File: src/rtl/wb_arbiter_if.sv
// Writeback arbiter bus bundle.
// Groups the ALU result port, the load/multiply result port, the register-file
// write port and the status outputs of wb_arbiter.
//   master : result producers / register file side (drives alu_*, ld_*)
//   slave  : the arbiter (drives alu_stall, ld_ready, *_WB, wb_idle, fifo_cnt)
// Parameters: DEPTH (load FIFO entries), DATA_W (result width).
interface wb_arbiter_if #(
  parameter int unsigned DEPTH  = 4,
  parameter int unsigned DATA_W = 32
);
  localparam int unsigned CntW = $clog2(DEPTH) + 1;

  logic              alu_we;
  logic [4:0]        alu_dst;
  logic [DATA_W-1:0] alu_data;
  logic              alu_stall;

  logic              ld_valid;
  logic [4:0]        ld_dst;
  logic [DATA_W-1:0] ld_data;
  logic              ld_ready;

  logic [4:0]        dst_reg_WB;
  logic [DATA_W-1:0] dst_reg_data_WB;
  logic              we_WB;
  logic              wb_idle;
  logic [CntW-1:0]   fifo_cnt;

  modport master (
    output alu_we, alu_dst, alu_data, ld_valid, ld_dst, ld_data,
    input  alu_stall, ld_ready, dst_reg_WB, dst_reg_data_WB, we_WB, wb_idle, fifo_cnt
  );

  modport slave (
    input  alu_we, alu_dst, alu_data, ld_valid, ld_dst, ld_data,
    output alu_stall, ld_ready, dst_reg_WB, dst_reg_data_WB, we_WB, wb_idle, fifo_cnt
  );
endinterface

File: src/rtl/wb_arbiter.sv
// Writeback-stage arbiter for the single register-file write port.
// Merges the single-cycle ALU result with the variable-latency load/multiply
// result. Loads that lose arbitration wait in an in-order FIFO of DEPTH entries.
// Ports:
//   clk  : clock, rising edge
//   rst  : synchronous active-high reset (drops buffered loads)
//   bus  : wb_arbiter_if.slave - ALU port (alu_we/dst/data, alu_stall),
//          load port (ld_valid/dst/data, ld_ready), register-file write port
//          (dst_reg_WB, dst_reg_data_WB, we_WB), wb_idle and fifo_cnt status.
// Build option: define WB_BYPASS_EN to let a lone load with an empty FIFO and
// no ALU write go straight to the write port without being enqueued.
module wb_arbiter #(
  parameter int unsigned DEPTH  = 4,
  parameter int unsigned DATA_W = 32
) (
  input logic         clk,
  input logic         rst,
  wb_arbiter_if.slave bus
);
  localparam int unsigned PtrW = $clog2(DEPTH);
  localparam int unsigned CntW = PtrW + 1;

  typedef enum logic [1:0] {GntNone, GntAlu, GntFifo, GntLoad} gnt_e;

  logic [CntW-1:0]   count_q, count_d;
  logic [PtrW-1:0]   wr_ptr_q, rd_ptr_q;
  logic [4:0]        mem_dst_q  [DEPTH];
  logic [DATA_W-1:0] mem_data_q [DEPTH];

  logic              we_q;
  logic [4:0]        dst_q, dst_d;
  logic [DATA_W-1:0] data_q, data_d;

  gnt_e gnt;
  logic full, empty, ld_acc, enq, deq;

  assign full   = (count_q == CntW'(DEPTH));
  assign empty  = (count_q == '0);
  assign ld_acc = bus.ld_valid & ~full;

  assign bus.ld_ready        = ~full;
  assign bus.alu_stall       = full & bus.alu_we;
  assign bus.wb_idle         = empty & ~we_q;
  assign bus.fifo_cnt        = count_q;
  assign bus.we_WB           = we_q;
  assign bus.dst_reg_WB      = dst_q;
  assign bus.dst_reg_data_WB = data_q;

  // Fixed priority; a full FIFO always wins so it can never starve.
  always_comb begin
    gnt = GntNone;
    if (full) begin
      gnt = GntFifo;
    end else if (bus.alu_we && (bus.alu_dst != 5'd0)) begin
      gnt = GntAlu;
    end else if (!empty) begin
      gnt = GntFifo;
`ifdef WB_BYPASS_EN
    end else if (ld_acc && (bus.ld_dst != 5'd0)) begin
      gnt = GntLoad;
`endif
    end
  end

  // R0 loads are accepted but never stored.
  assign deq = (gnt == GntFifo);
  assign enq = ld_acc & (bus.ld_dst != 5'd0) & (gnt != GntLoad);

  always_comb begin
    count_d = count_q;
    case ({enq, deq})
      2'b10:   count_d = count_q + CntW'(1);
      2'b01:   count_d = count_q - CntW'(1);
      default: count_d = count_q;
    endcase
  end

  // Address/data hold their last value when nothing is granted.
  always_comb begin
    dst_d  = dst_q;
    data_d = data_q;
    case (gnt)
      GntAlu: begin
        dst_d  = bus.alu_dst;
        data_d = bus.alu_data;
      end
      GntFifo: begin
        dst_d  = mem_dst_q[rd_ptr_q];
        data_d = mem_data_q[rd_ptr_q];
      end
      GntLoad: begin
        dst_d  = bus.ld_dst;
        data_d = bus.ld_data;
      end
      default: ;
    endcase
  end

  always_ff @(posedge clk) begin
    if (rst) begin
      count_q  <= '0;
      wr_ptr_q <= '0;
      rd_ptr_q <= '0;
      we_q     <= 1'b0;
      dst_q    <= '0;
      data_q   <= '0;
    end else begin
      count_q <= count_d;
      if (enq) wr_ptr_q <= wr_ptr_q + PtrW'(1);
      if (deq) rd_ptr_q <= rd_ptr_q + PtrW'(1);
      we_q   <= (gnt != GntNone);
      dst_q  <= dst_d;
      data_q <= data_d;
    end
  end

  // Storage needs no reset: pointers and count are cleared, so stale entries
  // are unreachable.
  always_ff @(posedge clk) begin
    if (enq) begin
      mem_dst_q[wr_ptr_q]  <= bus.ld_dst;
      mem_data_q[wr_ptr_q] <= bus.ld_data;
    end
  end
endmodule

File: src/flat_wrapper.sv
// flat-port wrapper written by rule: the top's interface ports become plain ports
module wb_arbiter_flat 
#(
  parameter int unsigned DEPTH  = 4,
  parameter int unsigned DATA_W = 32
)
  (clk, rst, bus_alu_we, bus_alu_dst, bus_alu_data, bus_ld_valid, bus_ld_dst, bus_ld_data, bus_alu_stall, bus_ld_ready, bus_dst_reg_WB, bus_dst_reg_data_WB, bus_we_WB, bus_wb_idle, bus_fifo_cnt);
  wb_arbiter_if #(.DEPTH(DEPTH), .DATA_W(DATA_W)) bus_i ();
  input logic clk;
  input logic rst;
  input wire logic [$bits(bus_i.alu_we)-1:0] bus_alu_we;
  input wire logic [$bits(bus_i.alu_dst)-1:0] bus_alu_dst;
  input wire logic [$bits(bus_i.alu_data)-1:0] bus_alu_data;
  input wire logic [$bits(bus_i.ld_valid)-1:0] bus_ld_valid;
  input wire logic [$bits(bus_i.ld_dst)-1:0] bus_ld_dst;
  input wire logic [$bits(bus_i.ld_data)-1:0] bus_ld_data;
  output wire logic [$bits(bus_i.alu_stall)-1:0] bus_alu_stall;
  output wire logic [$bits(bus_i.ld_ready)-1:0] bus_ld_ready;
  output wire logic [$bits(bus_i.dst_reg_WB)-1:0] bus_dst_reg_WB;
  output wire logic [$bits(bus_i.dst_reg_data_WB)-1:0] bus_dst_reg_data_WB;
  output wire logic [$bits(bus_i.we_WB)-1:0] bus_we_WB;
  output wire logic [$bits(bus_i.wb_idle)-1:0] bus_wb_idle;
  output wire logic [$bits(bus_i.fifo_cnt)-1:0] bus_fifo_cnt;
  assign bus_i.alu_we = bus_alu_we;
  assign bus_i.alu_dst = bus_alu_dst;
  assign bus_i.alu_data = bus_alu_data;
  assign bus_i.ld_valid = bus_ld_valid;
  assign bus_i.ld_dst = bus_ld_dst;
  assign bus_i.ld_data = bus_ld_data;
  assign bus_alu_stall = bus_i.alu_stall;
  assign bus_ld_ready = bus_i.ld_ready;
  assign bus_dst_reg_WB = bus_i.dst_reg_WB;
  assign bus_dst_reg_data_WB = bus_i.dst_reg_data_WB;
  assign bus_we_WB = bus_i.we_WB;
  assign bus_wb_idle = bus_i.wb_idle;
  assign bus_fifo_cnt = bus_i.fifo_cnt;
  wb_arbiter #(.DEPTH(DEPTH), .DATA_W(DATA_W)) u_core (.clk(clk), .rst(rst), .bus(bus_i));
endmodule
File: config.mk
export PLATFORM = sky130hd
export DESIGN_NAME = wb_arbiter_flat
export DESIGN_NICKNAME = d
export VERILOG_FILES = /design/src/rtl/wb_arbiter_if.sv /design/src/rtl/wb_arbiter.sv /design/src/flat_wrapper.sv
export SDC_FILE = /design/constraint.sdc
export NUM_CORES = 1
export LEC_CHECK = 0
export ABC_AREA = 1
export BUFFER_PORTS_ARGS = -buffer_cell sky130_fd_sc_hd__buf_2
export CORE_MARGIN = 10
export CORE_UTILIZATION = 59
export CTS_BUF_LIST = sky130_fd_sc_hd__clkbuf_4 sky130_fd_sc_hd__clkbuf_8
export DETAILED_ROUTE_END_ITERATION = 12
export HOLD_SLACK_MARGIN = 0.15
export PLACE_DENSITY = 0.83
export SLEW_MARGIN = 10
export SYNTH_ARGS = -nofsm -noshare
export SYNTH_HDL_FRONTEND = slang
export SYNTH_SLANG_ARGS = --single-unit
File: constraint.sdc
create_clock -name clk -period 3.6 [get_ports clk]
set_clock_uncertainty 0.1 [all_clocks]
set_input_delay 0.36 -clock clk [delete_from_list [all_inputs] [get_ports clk]]
set_output_delay 0.36 -clock clk [all_outputs]
set_load 0.03 [all_outputs]
# Word level (Yosys, flattened, before mapping)

Memory sizes are Yosys's and may differ from the RTL's. A register that Yosys moved wholly into a read port is not among the register bits.
Index checks and enable logic that the tools add are counted.

Register bits: 45
Bits in writable memories: 148
Input bits: 78
Logic and storage cells: 45
Memories: 2

Memories:

| name              | depth | width | read ports | clocked after memory_dff | wr ports | RTL line         | text |
|---|---|---|---|---|---|---|---|
| u_core.mem_data_q | 4     | 32    | 1          | 1                        | 1        | wb_arbiter.sv:28 | `logic [DATA_W-1:0] mem_data_q [DEPTH];` |
| u_core.mem_dst_q  | 4     | 5     | 1          | 1                        | 1        | wb_arbiter.sv:27 | `logic [4:0] mem_dst_q [DEPTH];` |

Add/sub/neg operators: 4
Equality and inequality tests: 7
Muxes and demuxes: 12
Bitwise operators: 7
Reductions and logical operators: 7

Operators by type and width:

| operator            | count |
|---|---|
| $pmux 32 s3         | 1 |
| $pmux 5 s3          | 1 |
| $mux 2              | 7 |
| $reduce_bool 5->1   | 2 |
| $eq 2x2->1 const B  | 3 |
| $pmux 3 s2          | 1 |
| $and 1x1->1         | 5 |
| $add 2x1->2 const B | 2 |
| $eq 2x1->1 const B  | 2 |
| $reduce_bool 2->1   | 2 |
| $add 3x1->3 const B | 1 |
| $eq 3x3->1 const B  | 1 |
| $logic_not 3->1     | 1 |
| $reduce_bool 3->1   | 1 |
| $sub 3x1->3 const B | 1 |
| $mux 1              | 2 |
| $ne 2x2->1 const B  | 1 |
| $not 1->1           | 2 |
| $logic_and 1x1->1   | 1 |

# Logic depth before layout (Yosys ltp)

Depth in word-level cells: 8
Depth in mapped cells: 14
Depth with buffers taken out: 13

# Least setup slack after synthesis

OpenSTA, ideal clock, no wires.

Kind: register to register
Start point: reg u_core.count_q[0], in the netlist u_core.bus.fifo_cnt[0]
End point: mem u_core.mem_data_q[0][0] (enable)
Arrival time: 2.793 ns
Path slack: 0.275 ns
Stages on the path, launching flop included: 5
Period minus slack after synthesis: 3.325 ns
Cells stage by stage: dfxtp_1 -> nor2_2 -> nand2_1 -> nand3_1 -> nor2_1

Elaborated cells on any way between the ends: 12

RTL lines:

| element                      | RTL line           | text |
|---|---|---|
| from (decl)                  | wb_arbiter.sv:25   | `logic [CntW-1:0] count_q, count_d;` |
| from (signal assigned)       | wb_arbiter.sv:108  | `count_q <= count_d;` |
| $eq 3x3->1                   | wb_arbiter.sv:37   | `assign full = (count_q == CntW'(DEPTH));` |
| $not 1->1                    | --                 |  |
| via bus_ld_ready             | flat_wrapper.sv:18 | `output wire logic [$bits(bus_i.ld_ready)-1:0] bus_ld_ready;` |
| $and 1x1->1                  | wb_arbiter.sv:39   | `assign ld_acc = bus.ld_valid & ~full;` |
| $and 1x1->1 (2 in series)    | wb_arbiter.sv:67   | `assign enq = ld_acc & (bus.ld_dst != 5'd0) & (gnt != GntLoad);` |
| $mux 1                       | wb_arbiter.sv:120  | `if (enq) begin` |
| $mux 1 (implied by the code) | wb_arbiter.sv:122  | `mem_data_q[wr_ptr_q] <= bus.ld_data;` |
| to (decl)                    | wb_arbiter.sv:28   |  |

The timed path passes the listed nets, and every way through them passes these cells.

# Worst setup path in the final report

Start point: in bus_ld_dst[0]
End point: reg u_core.count_q[2], in the netlist u_core.bus.fifo_cnt[2]

Longest elaborated chain between the ends: 5
Elaborated cells on any way between the ends: 7

Ends and longest elaborated chain:

| element                                                | RTL line           | text |
|---|---|---|
| from (decl)                                            | flat_wrapper.sv:15 | `input wire logic [$bits(bus_i.ld_dst)-1:0] bus_ld_dst;` |
| $reduce_bool 5->1 (*)                                  | wb_arbiter.sv:67   |  |
| $and 1x1->1 (*) (2 in series)                          | wb_arbiter.sv:67   |  |
| $eq 2x1->1 / $eq 2x2->1 (equally long branches)        | wb_arbiter.sv:71   | `case ({enq, deq})` |
| $pmux 3 s2 / $reduce_bool 2->1 (equally long branches) | --                 |  |

Every way passes the cells marked *; elsewhere a longest branch is shown, timed or not.
A chain may end at the register's enable or synchronous reset.

==> qor.txt <==
Status - complete, no violations
Synth Flop Type - edfxtp_1
Post-Syn Area - 8400 um2
Syn nets - 967
Final worst-path cycle share - 78.3%
Final hold vios - 0
Peak supply drop - 369 uV
Resize count post-CTS - 0
Setup violators final - 0
Syn_area_per_cell - 9.51 um2
Vias/cell - 5.15
HP Class - input pin to flip-flop
Fmax - 0.355 GHz
Asr flop ratio synth - 0%
Clock share of power - 18.3%
Pwr per Cell Area - 725 nW/um2
Number of synthesized flops with an enable pin - 148
Lkg Pwr - 4.70 nW
RePlAce Congestion - 0.753
Fillers - 960
Max-slew violations - 0
Global-route wire length before repair - 32.7 mm
Die ar. - 19400 um2
Sequential area share after synthesis - 64.1%
First drt pass iteration count - 5
GRT Overall Usage - 20.8%
Initial antenna violation count - 1
Crit start category - input pin
Ports - 122
Post-CTS Setup Bufs - 0
DR vias - 6462
Die Wd - 139 um
Post-DR wirelength/cell - 16.4 um
Register share of total power - 40.9%
Sw power - 0.00305 W
Antenna-violating nets left - 0
H-tree levels - 4
Final TNS setup - 0 ns
Slew Limit Headroom - 32.6%
Internal - 0.00437 W
Site Rows - 43
MaxCap Viol Count - 0
Initial core utilization - 60.3%
Combinational power share - 40.7%
Deepest clock path buffer count - 2
CTS Buf Count - 17
Initial detailed-routing violation count - 635
Layout overhead on the synthesized area - 21.9%
Cell with the most instances after synthesis - nand2_1
NumNets Final - 1144
WP data required - 3.86 ns
HPWL after DPL - 12.0 mm
Clock sinks - 195
Synth area leader - edfxtp_1
Pin count of the biggest net entering global routing - 75
Top cells by area, synth - edfxtp_1 (53%), nand2_1 (12%), dfxtp_1 (11%)
Total grt overflow - 0
Post-synth top area share - 52.9%
Worst-Skew Late Latency - 0.47 ns
DRC Markers - 0
Worst-margin pin slew - 1.01 ns
Sw frac - 41.1%
Synth Register Bits - 195
Total Wirelength - 20.5 mm
Hold_ws - 0.181 ns
Clk slew on worst S/H paths - 0.09 ns
Setup crit end kind - flip-flop
Die height - 139 um
CORE AREA - 13900 um2
Clock root buffer - clkbuf_8
CP Class - input pin to flip-flop
Min cycle time layout - 2.82 ns
Worst-path maximum fanout - 9
Synth warn - 0
Syn Inst Count - 883
Layout cells sized above 1 - 16.8%
Synth cell count leaders - nand2_1 (265), edfxtp_1 (148), nand3_1 (132)
RSZ-0062 raised after global routing - no
Cell variety after synth - 24
Vias in the first global route - 6446
Arrival time at the worst endpoint - 3.08 ns
Port Buffer Count - 121
CTS tree - yes
## logic make-up (layout without fill, tap and decap cells)
kind of cell    after synthesis  count (layout)  share of synthesized area [%]
buf+inv                     176             366                           8.91
flops                       195             195                           64.1
other cells                   0               1                              0
xor+xnor                      1               1                          0.104
simple gates                453             453                           22.6
fa+ha+maj                     6               6                          0.983
compound gates               52              52                           3.23
## what timing repair did
item | in CTS | in global routing
hold endpoints to repair | 185 | 0
endpoints found under the setup margin | 0 | 0
hold buffers | 72 | 0
## through the flow
step                setup slack [ns]  area, um2  total power, W  cells  utilization, %
detailed placement             0.956       9130         0.00600   1149            65.5
global route                   0.536      10200         0.00788   1254            73.5
global placement                1.02       9130         0.00593   1149            65.5
floorplan                      0.275       8400         0.00523    883               -
CTS                            0.806      10200         0.00739   1253            73.5
finish                         0.782      10200         0.00742   1254            73.5
## power by group through the flow
stage / registers [W] / logic, W / clock network, W
2_1_floorplan: 0.00352 / 0.00171 / 0
3_3_place_gp: 0.00306 / 0.00287 / 0
3_5_place_dp: 0.00308 / 0.00292 / 0
4_1_cts: 0.00303 / 0.00299 / 0.00137
5_1_grt: 0.00308 / 0.00334 / 0.00146
6_report: 0.00304 / 0.00302 / 0.00136
## state kept, by name, indices dropped and copies added, names as in the netlist, named ones only
name                        flops
u_core.mem_data_q             128
u_core.bus.dst_reg_data_WB     32
u_core.mem_dst_q               20
u_core.bus.dst_reg_WB           5
u_core.bus.fifo_cnt             3
u_core.rd_ptr_q                 2
u_core.wr_ptr_q                 2
u_core.bus.we_WB                1
## worst max-delay path, cell delays in order
cell,delay [ns]
dlygate4sd3_1,0.54
buf_2,0.16
nor3_1,0.26
nand2_1,0.15
nand3_1,0.44
ha_1,0.25
inv_1,0.07
fa_1,0.37
a21oi_1,0.15
o21ai_0,0.11
o21ai_0,0.17
a21oi_1,0.06
## path summary, 6_finish.rpt
path                                   from                        endpoint  slack [ns]  depth (start not counted)
max                           bus_ld_dst[0]          u_core.bus.fifo_cnt[2]        0.78                         12
min                         bus_alu_data[7]   u_core.bus.dst_reg_data_WB[7]        0.18                          5
max reg2reg          u_core.bus.fifo_cnt[2]          u_core.bus.fifo_cnt[2]        1.12                          9
min reg2reg  u_core.bus.dst_reg_data_WB[11]  u_core.bus.dst_reg_data_WB[11]        0.35                          2
## routing by layer
layer,up-vias,wire [um],GRT usage (%)
met3,35,1460,4.59
met1,3003,8420,25.0
met2,235,10300,35.6
met5,-,0,0
met4,0,400,8.24
li1,3189,-,-
## area by class of cell
class | instances | area, um2 | share of cell area [%]
multi-input cells | 512 | 2290 | 22.4
inverters | 131 | 492 | 4.80
well taps | 180 | 225 | 2.20
flip-flops and latches | 195 | 5390 | 52.6
clock inverters | 8 | 76.3 | 0.745
clock buffers | 24 | 312 | 3.04
repair buffers | 203 | 1450 | 14.2
diodes | 1 | 2.50 | 0.0244
## cells in the final DEF, fill, tap and decap left out, drive strengths merged
cell type,count
nand2,266
edfxtp,148
nand3,133
inv,131
buf,131
dlygate4sd3,72
nor2,53
dfxtp,47
a21oi,27
o21ai,25
clkbuf,24
ha,5
clkinv,4
clkinvlp,3
diode,1
nor3,1
xor2,1
fa,1
bufinv,1
Note: power is estimated with default switching activity, not from simulation.
